File: src/rtl/rsa_pkg.sv
// Shared definitions for the RSA encrypt/decrypt datapaths: default operand
// width, controller state encoding and the per-operation latency helper.
package rsa_pkg;

  localparam int RSA_W = 128;

  // One modular product costs go cycle + W iterations + hand-back cycle.
  localparam int RSA_OP_CYCLES = RSA_W + 2;

  typedef enum logic [2:0] {
    ST_IDLE   = 3'd0,
    ST_REDUCE = 3'd1,
    ST_SQ     = 3'd2,
    ST_MUL    = 3'd3,
    ST_FINISH = 3'd4
  } dec_state_e;

  function automatic int opCycles(input int w);
    return w + 2;
  endfunction

endpackage

File: src/rtl/rsa_mod_mult.sv
// Bit-serial interleaved modular multiplier: r = a*b mod n, one bit of b per
// clock, MSB first. Requires a < n so the W+1 bit intermediates never overflow.
// A go pulse latches the operands; mod_done pulses W+1 cycles later with r valid.
module rsa_mod_mult
  import rsa_pkg::*;
#(
  parameter int W = RSA_W
) (
  input  logic         clk,
  input  logic         reset,
  input  logic         go,
  input  logic [W-1:0] a,
  input  logic [W-1:0] b,
  input  logic [W-1:0] n,
  output logic [W-1:0] r,
  output logic         mod_done
);

  localparam int CW = (W > 1) ? $clog2(W) : 1;

  logic [W-1:0]  a_q, b_q, n_q, r_q, r_d;
  logic [CW-1:0] cnt_q;
  logic          active_q, done_q;

  logic [W:0] nExt, dbl, dblRed, acc;

  // One Horner step: double and reduce, then conditionally add a and reduce.
  always_comb begin
    nExt   = {1'b0, n_q};
    dbl    = {r_q, 1'b0};
    dblRed = (dbl >= nExt) ? (dbl - nExt) : dbl;
    acc    = dblRed + (b_q[cnt_q] ? {1'b0, a_q} : '0);
    r_d    = (acc >= nExt) ? W'(acc - nExt) : W'(acc);
  end

  // Operand capture on go, then W iteration cycles ending with a done pulse.
  always_ff @(posedge clk) begin
    if (reset) begin
      a_q      <= '0;
      b_q      <= '0;
      n_q      <= '0;
      r_q      <= '0;
      cnt_q    <= '0;
      active_q <= 1'b0;
      done_q   <= 1'b0;
    end else begin
      done_q <= 1'b0;
      if (go) begin
        a_q      <= a;
        b_q      <= b;
        n_q      <= n;
        r_q      <= '0;
        cnt_q    <= CW'(W - 1);
        active_q <= 1'b1;
      end else if (active_q) begin
        r_q <= r_d;
        if (cnt_q == '0) begin
          active_q <= 1'b0;
          done_q   <= 1'b1;
        end else begin
          cnt_q <= cnt_q - CW'(1);
        end
      end
    end
  end

  assign r        = r_q;
  assign mod_done = done_q;

endmodule

File: src/rtl/top_level_dec.sv
// RSA decryption top level: message = c^d_key mod n by left-to-right
// square-and-multiply, every product done by one shared rsa_mod_mult.
// Optional build macro DEC_LEADING_ZERO_SKIP_EN: leading zero exponent bits are
// consumed one per cycle without a squaring (result is unchanged either way).
module top_level_dec
  import rsa_pkg::*;
#(
  parameter int W = RSA_W
) (
  input  logic         clk,
  input  logic         reset,
  input  logic         start,
  input  logic [W-1:0] c,
  input  logic [W-1:0] d_key,
  input  logic [W-1:0] n,
  output logic [W-1:0] message,
  output logic         busy,
  output logic         done
);

  localparam int CW = (W > 1) ? $clog2(W) : 1;

  dec_state_e    state_q, state_d;
  logic          issued_q, issued_d;
  logic [W-1:0]  c_q, c_d, exp_q, exp_d, n_q, n_d;
  logic [W-1:0]  base_q, base_d, result_q, result_d, message_q, message_d;
  logic [CW-1:0] bitCnt_q, bitCnt_d;
  logic          busy_q, busy_d, done_q, done_d;
`ifdef DEC_LEADING_ZERO_SKIP_EN
  logic          lead_q, lead_d;
`endif

  logic          multGo, multDone, advance;
  logic [W-1:0]  multA, multB, multR;

  rsa_mod_mult #(.W(W)) uMult (
    .clk      (clk),
    .reset    (reset),
    .go       (multGo),
    .a        (multA),
    .b        (multB),
    .n        (n_q),
    .r        (multR),
    .mod_done (multDone)
  );

  // Controller: dispatch one product per state entry, absorb its result, then
  // step to the next exponent bit or finish.
  always_comb begin
    state_d   = state_q;
    issued_d  = issued_q;
    c_d       = c_q;
    exp_d     = exp_q;
    n_d       = n_q;
    base_d    = base_q;
    result_d  = result_q;
    bitCnt_d  = bitCnt_q;
    busy_d    = busy_q;
    done_d    = 1'b0;
    message_d = message_q;
    multGo    = 1'b0;
    multA     = result_q;
    multB     = result_q;
    advance   = 1'b0;
`ifdef DEC_LEADING_ZERO_SKIP_EN
    lead_d    = lead_q;
`endif

    if (done_q) begin
      busy_d = 1'b0;
    end

    case (state_q)
      ST_IDLE: begin
        if (start && !busy_q) begin
          c_d      = c;
          exp_d    = d_key;
          n_d      = n;
          busy_d   = 1'b1;
          issued_d = 1'b0;
          bitCnt_d = CW'(W - 1);
`ifdef DEC_LEADING_ZERO_SKIP_EN
          lead_d   = 1'b1;
`endif
          if (n < W'(2)) begin
            result_d = '0;
            state_d  = ST_FINISH;
          end else begin
            state_d = ST_REDUCE;
          end
        end
      end

      ST_REDUCE: begin
        multA = W'(1);
        multB = c_q;
        if (!issued_q) begin
          multGo   = 1'b1;
          issued_d = 1'b1;
        end else if (multDone) begin
          base_d   = multR;
          result_d = W'(1);
          issued_d = 1'b0;
          state_d  = ST_SQ;
        end
      end

      ST_SQ: begin
        if (!issued_q) begin
`ifdef DEC_LEADING_ZERO_SKIP_EN
          if (lead_q && !exp_q[W-1]) begin
            advance = 1'b1;
          end else begin
            lead_d   = 1'b0;
            multGo   = 1'b1;
            issued_d = 1'b1;
          end
`else
          multGo   = 1'b1;
          issued_d = 1'b1;
`endif
        end else if (multDone) begin
          result_d = multR;
          issued_d = 1'b0;
          if (exp_q[W-1]) begin
            state_d = ST_MUL;
          end else begin
            advance = 1'b1;
          end
        end
      end

      ST_MUL: begin
        multB = base_q;
        if (!issued_q) begin
          multGo   = 1'b1;
          issued_d = 1'b1;
        end else if (multDone) begin
          result_d = multR;
          issued_d = 1'b0;
          advance  = 1'b1;
        end
      end

      ST_FINISH: begin
        message_d = result_q;
        done_d    = 1'b1;
        issued_d  = 1'b0;
        state_d   = ST_IDLE;
      end

      default: begin
        state_d = ST_IDLE;
      end
    endcase

    if (advance) begin
      exp_d = {exp_q[W-2:0], 1'b0};
      if (bitCnt_q == '0) begin
        state_d = ST_FINISH;
      end else begin
        bitCnt_d = bitCnt_q - CW'(1);
        state_d  = ST_SQ;
      end
    end
  end

  // State, operand and output registers with synchronous reset.
  always_ff @(posedge clk) begin
    if (reset) begin
      state_q   <= ST_IDLE;
      issued_q  <= 1'b0;
      c_q       <= '0;
      exp_q     <= '0;
      n_q       <= '0;
      base_q    <= '0;
      result_q  <= '0;
      bitCnt_q  <= '0;
      busy_q    <= 1'b0;
      done_q    <= 1'b0;
      message_q <= '0;
`ifdef DEC_LEADING_ZERO_SKIP_EN
      lead_q    <= 1'b0;
`endif
    end else begin
      state_q   <= state_d;
      issued_q  <= issued_d;
      c_q       <= c_d;
      exp_q     <= exp_d;
      n_q       <= n_d;
      base_q    <= base_d;
      result_q  <= result_d;
      bitCnt_q  <= bitCnt_d;
      busy_q    <= busy_d;
      done_q    <= done_d;
      message_q <= message_d;
`ifdef DEC_LEADING_ZERO_SKIP_EN
      lead_q    <= lead_d;
`endif
    end
  end

  assign message = message_q;
  assign busy    = busy_q;
  assign done    = done_q;

endmodule

File: config.mk
export PLATFORM = sky130hd
export DESIGN_NAME = top_level_dec
export DESIGN_NICKNAME = d
export VERILOG_FILES = /design/src/rtl/rsa_pkg.sv /design/src/rtl/rsa_mod_mult.sv /design/src/rtl/top_level_dec.sv
export SDC_FILE = /design/constraint.sdc
export NUM_CORES = 2
export LEC_CHECK = 0
export ABC_CLOCK_PERIOD_IN_PS = 8920
export CORE_AREA = 2 2 361 541
export CTS_CLUSTER_DIAMETER = 60
export CTS_CLUSTER_SIZE = 30
export DETAILED_ROUTE_END_ITERATION = 8
export DIE_AREA = 0 0 363 543
export DONT_BUFFER_PORTS = 1
export PLACE_DENSITY_LB_ADDON = 0.1
export SYNTH_ARGS = -nofsm -noshare
export SYNTH_HDL_FRONTEND = slang
export SYNTH_SLANG_ARGS = --single-unit
File: constraint.sdc
create_clock -name clk -period 8.92 [get_ports clk]
set_input_delay 1.784 -clock clk [delete_from_list [all_inputs] [get_ports clk]]
set_output_delay 1.784 -clock clk [all_outputs]
set_load 0.005 [all_outputs]
==> impl_metrics.csv <==
group,metric,value,unit
worst_setup_path,path_class,"flop to flop",
place,portBuffers,0,
global_route,grt_antenna_before_repair,23,
timing,min_period_over_period,1.19,
timing,fmax,94.3,MHz
layout,layout_common_cells,"nand2_1 (2,466), buf_4 (2,269), a21oi_1 (1,703)",
timing,hold_viol_final,0,
clock_tree,clock_path_buffers,3,
timing,timing.hold.ws,0.453,ns
die,dieArea,0.197,sq mm
worst_setup_path,cpMostUsedCell,"buf_12",
worst_setup_path,cp.arrival,11.20,ns
worst_setup_path,cp_max_fo,8,
worst_setup_path,slowest_delay,0.64,ns
layout,finalNonFillerCells,14815,
timing,fin_crit,10.60,ns
worst_setup_path,crit_path_start,"uMult.n_q[52]",
yosys,synth-edff-count,0,
layout,final_util,0.540,
place,dpl_cell_area,0.0941,sq mm
yosys,synth-async-reset-ratio,0,
drt,post_drt_wl_per_cell,24.3,um
drt,routed.top_layer,"met5",
drt,drc_errors,0,
drt,met2_length,181000,um
die,io_pins,517,
worst_setup_path,required,9.52,ns
die,dieWidth,363,um
hold_path,hold_path_class,"flop to flop",
status,violations,"slew limit, setup timing",
die,start_util,0.399,
clock_tree,cts_made_buffers,97,
yosys,synth.avg_cell_area,7.32,sq um
die,die_y,543,um
yosys,synthCells,10466,
timing,rsz0062_at_grt,"yes",
worst_setup_path,worst_setup_path_end_kind,"flop",
die,rows,197,
timing,fin_ws,-1.68,ns
timing,setup_viol,128,
hold_path,hp-start,"n_q[70]",
global_route,grt-ovfl-total,0,
drt,drt_iter0_markers,6214,
drt,wl_met3,18300,um
drt,wl_met1,134000,um
timing,fin_skew,0.0588,ns
global_route,grt_use_total,0.347,
layout,layout_commonest_cell,"nand2_1",
layout,final_nets,13010,
clock_tree,clock_latency,0.80,ns
worst_setup_path,critPathSlowestCell,"or4_4",
status,status,"complete, but fails checks",
drt,via_per_inst,5.63,
place,gp_congestion,1.04,
global_route,grt_max_degree,1050,
global_route,grt_pass1_wl,519000,um
yosys,synth.distinct_cells,105,
drt,routed_wl,360000,um
yosys,ys_ff_latch,1302,
yosys,syn-cell-area,0.0766,sq mm
die,core,0.192,sq mm
drt,antenna_left,0,
yosys,synth_seq_area_share,0.340,
place,dp_cells,14422,
layout,area_delta_synth_final,35.4,%
yosys,synth_fp_nets,11244,
timing,drv_slew,391,
timing,tightest_slew,1.69,ns
clock_tree,clkTransAtPathRegs,0.09,ns
layout,fillers,18889,
yosys,ys.flop_type,"dfxtp_1",
clock_tree,tritoncts,"yes",
place,dp_hpwl,275000,um
drt,drt-pass1-iter-count,6,
timing,slew_headroom,-0.126,
layout,final_area,0.104,sq mm
drt,via_count,83357,
global_route,first_global_vias,81625,
job,drv_cap,0,
clock_tree,cts_max_level,3,
worst_setup_path,worstReg2RegStart,"uMult.n_q[52]",
clock_tree,cts.sinks,1302,
clock_tree,root_buffer,"clkbuf_16",
layout,layout-drive-gt1-share,0.262,
yosys,ys_warn_count,0,
worst_setup_path,worst_setup_path_start_kind,"flop",
cells in the mapped netlist, types with 16 or more instances:
master / instances / share of area
or3_1: 28 / 0.0023
o21a_1: 46 / 0.0045
buf_2: 50 / 0.0033
nand2_1: 2495 / 0.12
nor2_1: 494 / 0.024
or2_2: 16 / 0.0013
nor3_1: 82 / 0.0054
o21ai_0: 490 / 0.032
a21oi_1: 1856 / 0.12
o21ai_1: 30 / 0.0020
and2_1: 22 / 0.0018
ha_1: 388 / 0.063
and3_1: 36 / 0.0029
a211oi_1: 42 / 0.0041
mux2i_1: 159 / 0.021
xnor2_1: 221 / 0.025
nand3_1: 215 / 0.014
nand4_1: 152 / 0.012
a22o_1: 131 / 0.015
o31ai_1: 27 / 0.0026
nor4_1: 65 / 0.0053
o211ai_1: 167 / 0.016
and4_1: 17 / 0.0019
a31oi_1: 52 / 0.0042
inv_1: 269 / 0.013
nor2b_1: 162 / 0.013
buf_1: 39 / 0.0019
o21bai_1: 109 / 0.011
dfxtp_1: 1302 / 0.34
nand2b_1: 47 / 0.0038
a21boi_0: 23 / 0.0023
xor2_1: 154 / 0.018
clkbuf_1: 646 / 0.032
a21o_1: 157 / 0.015
mux4_2: 42 / 0.012
layer usage:
| metal | up-vias | global-route usage |
|---|---|---|
| li1 | 39919 | - |
| met1 | 40095 | 0.375 |
| met2 | 2472 | 0.630 |
| met3 | 865 | 0.0518 |
| met4 | 6 | 0.221 |
| met5 | - | 0 |
cell type report:
class	count	area (sq um)	share of cell area
antenna	14	35.0	0.000338
sequential	1302	26100	0.252
clock inverter	74	1270	0.0122
multi-input combinational	8149	49900	0.482
timing repair buffer	2413	19700	0.190
inverter	269	1010	0.00976
tap	2487	3110	0.0300
clock buffer	107	2520	0.0244
flip-flops by register name (all words and copies together), names as in the netlist, 3 cells and up:
name / cells
base_q: 128
bitCnt_q: 7
c_q: 128
exp_q: 128
message: 128
n_q: 128
result_q: 128
state_q: 3
uMult.a_q: 128
uMult.b_q: 128
uMult.cnt_q: 7
uMult.n_q: 128
uMult.r: 128
timing repair:
item | CTS | global route
pin swaps | 64 | 232
buffers inserted | 83 | 93
hold buffers | 0 | 0
cloned | 21 | 18
gates resized for setup | 409 | 476
setup endpoints to repair | 128 | 128
kinds of logic (layout without fill, tap and decap cells):
group	after synthesis	count (layout)	share of synthesized area
other	0	14	0
buffers and inverters	1015	2863	0.0513
AOI/OAI and AO/OA	3297	3297	0.251
xor gates and xnor gates	375	375	0.0429
and+or+nand+nor	3883	3883	0.217
muxes	203	203	0.0334
DFF	1302	1302	0.340
adders and majority gates	391	391	0.0642
critical path: cells and delay by family (launching register included):
| kind | cells | cell delay (ns) |
|---|---|---|
| compound gates | 19 | 3.65 |
| xor+xnor | 1 | 0.14 |
| fa+ha+maj | 3 | 0.90 |
| buf+inv | 13 | 2.03 |
| flops | 1 | 0.35 |
| mux | 1 | 0.25 |
| simple gates | 11 | 3.02 |
through the flow:
| stage | setup slack (ns) | setup TNS [ns] |
|---|---|---|
| finish | -1.68 | -198.98 |
| detailed placement | -3.79 | -463.40 |
| global placement | -3.66 | -448.45 |
| CTS | -1.57 | -174.97 |
| floorplan | 0.00321 | 0 |
| global route | -1.88 | -227.18 |
worst paths after layout:
path                                       to  slack (ns)  depth (start not counted)
worst min-delay path            uMult.n_q[70]        0.45                          2
worst min register to register  uMult.n_q[70]        0.45                          2
worst max register to register   uMult.r[109]       -1.68                         48
worst max-delay path             uMult.r[109]       -1.68                         48
Power is not shown: default switching activity piles up to over one toggle a cycle in this logic, so the estimate is an artifact.
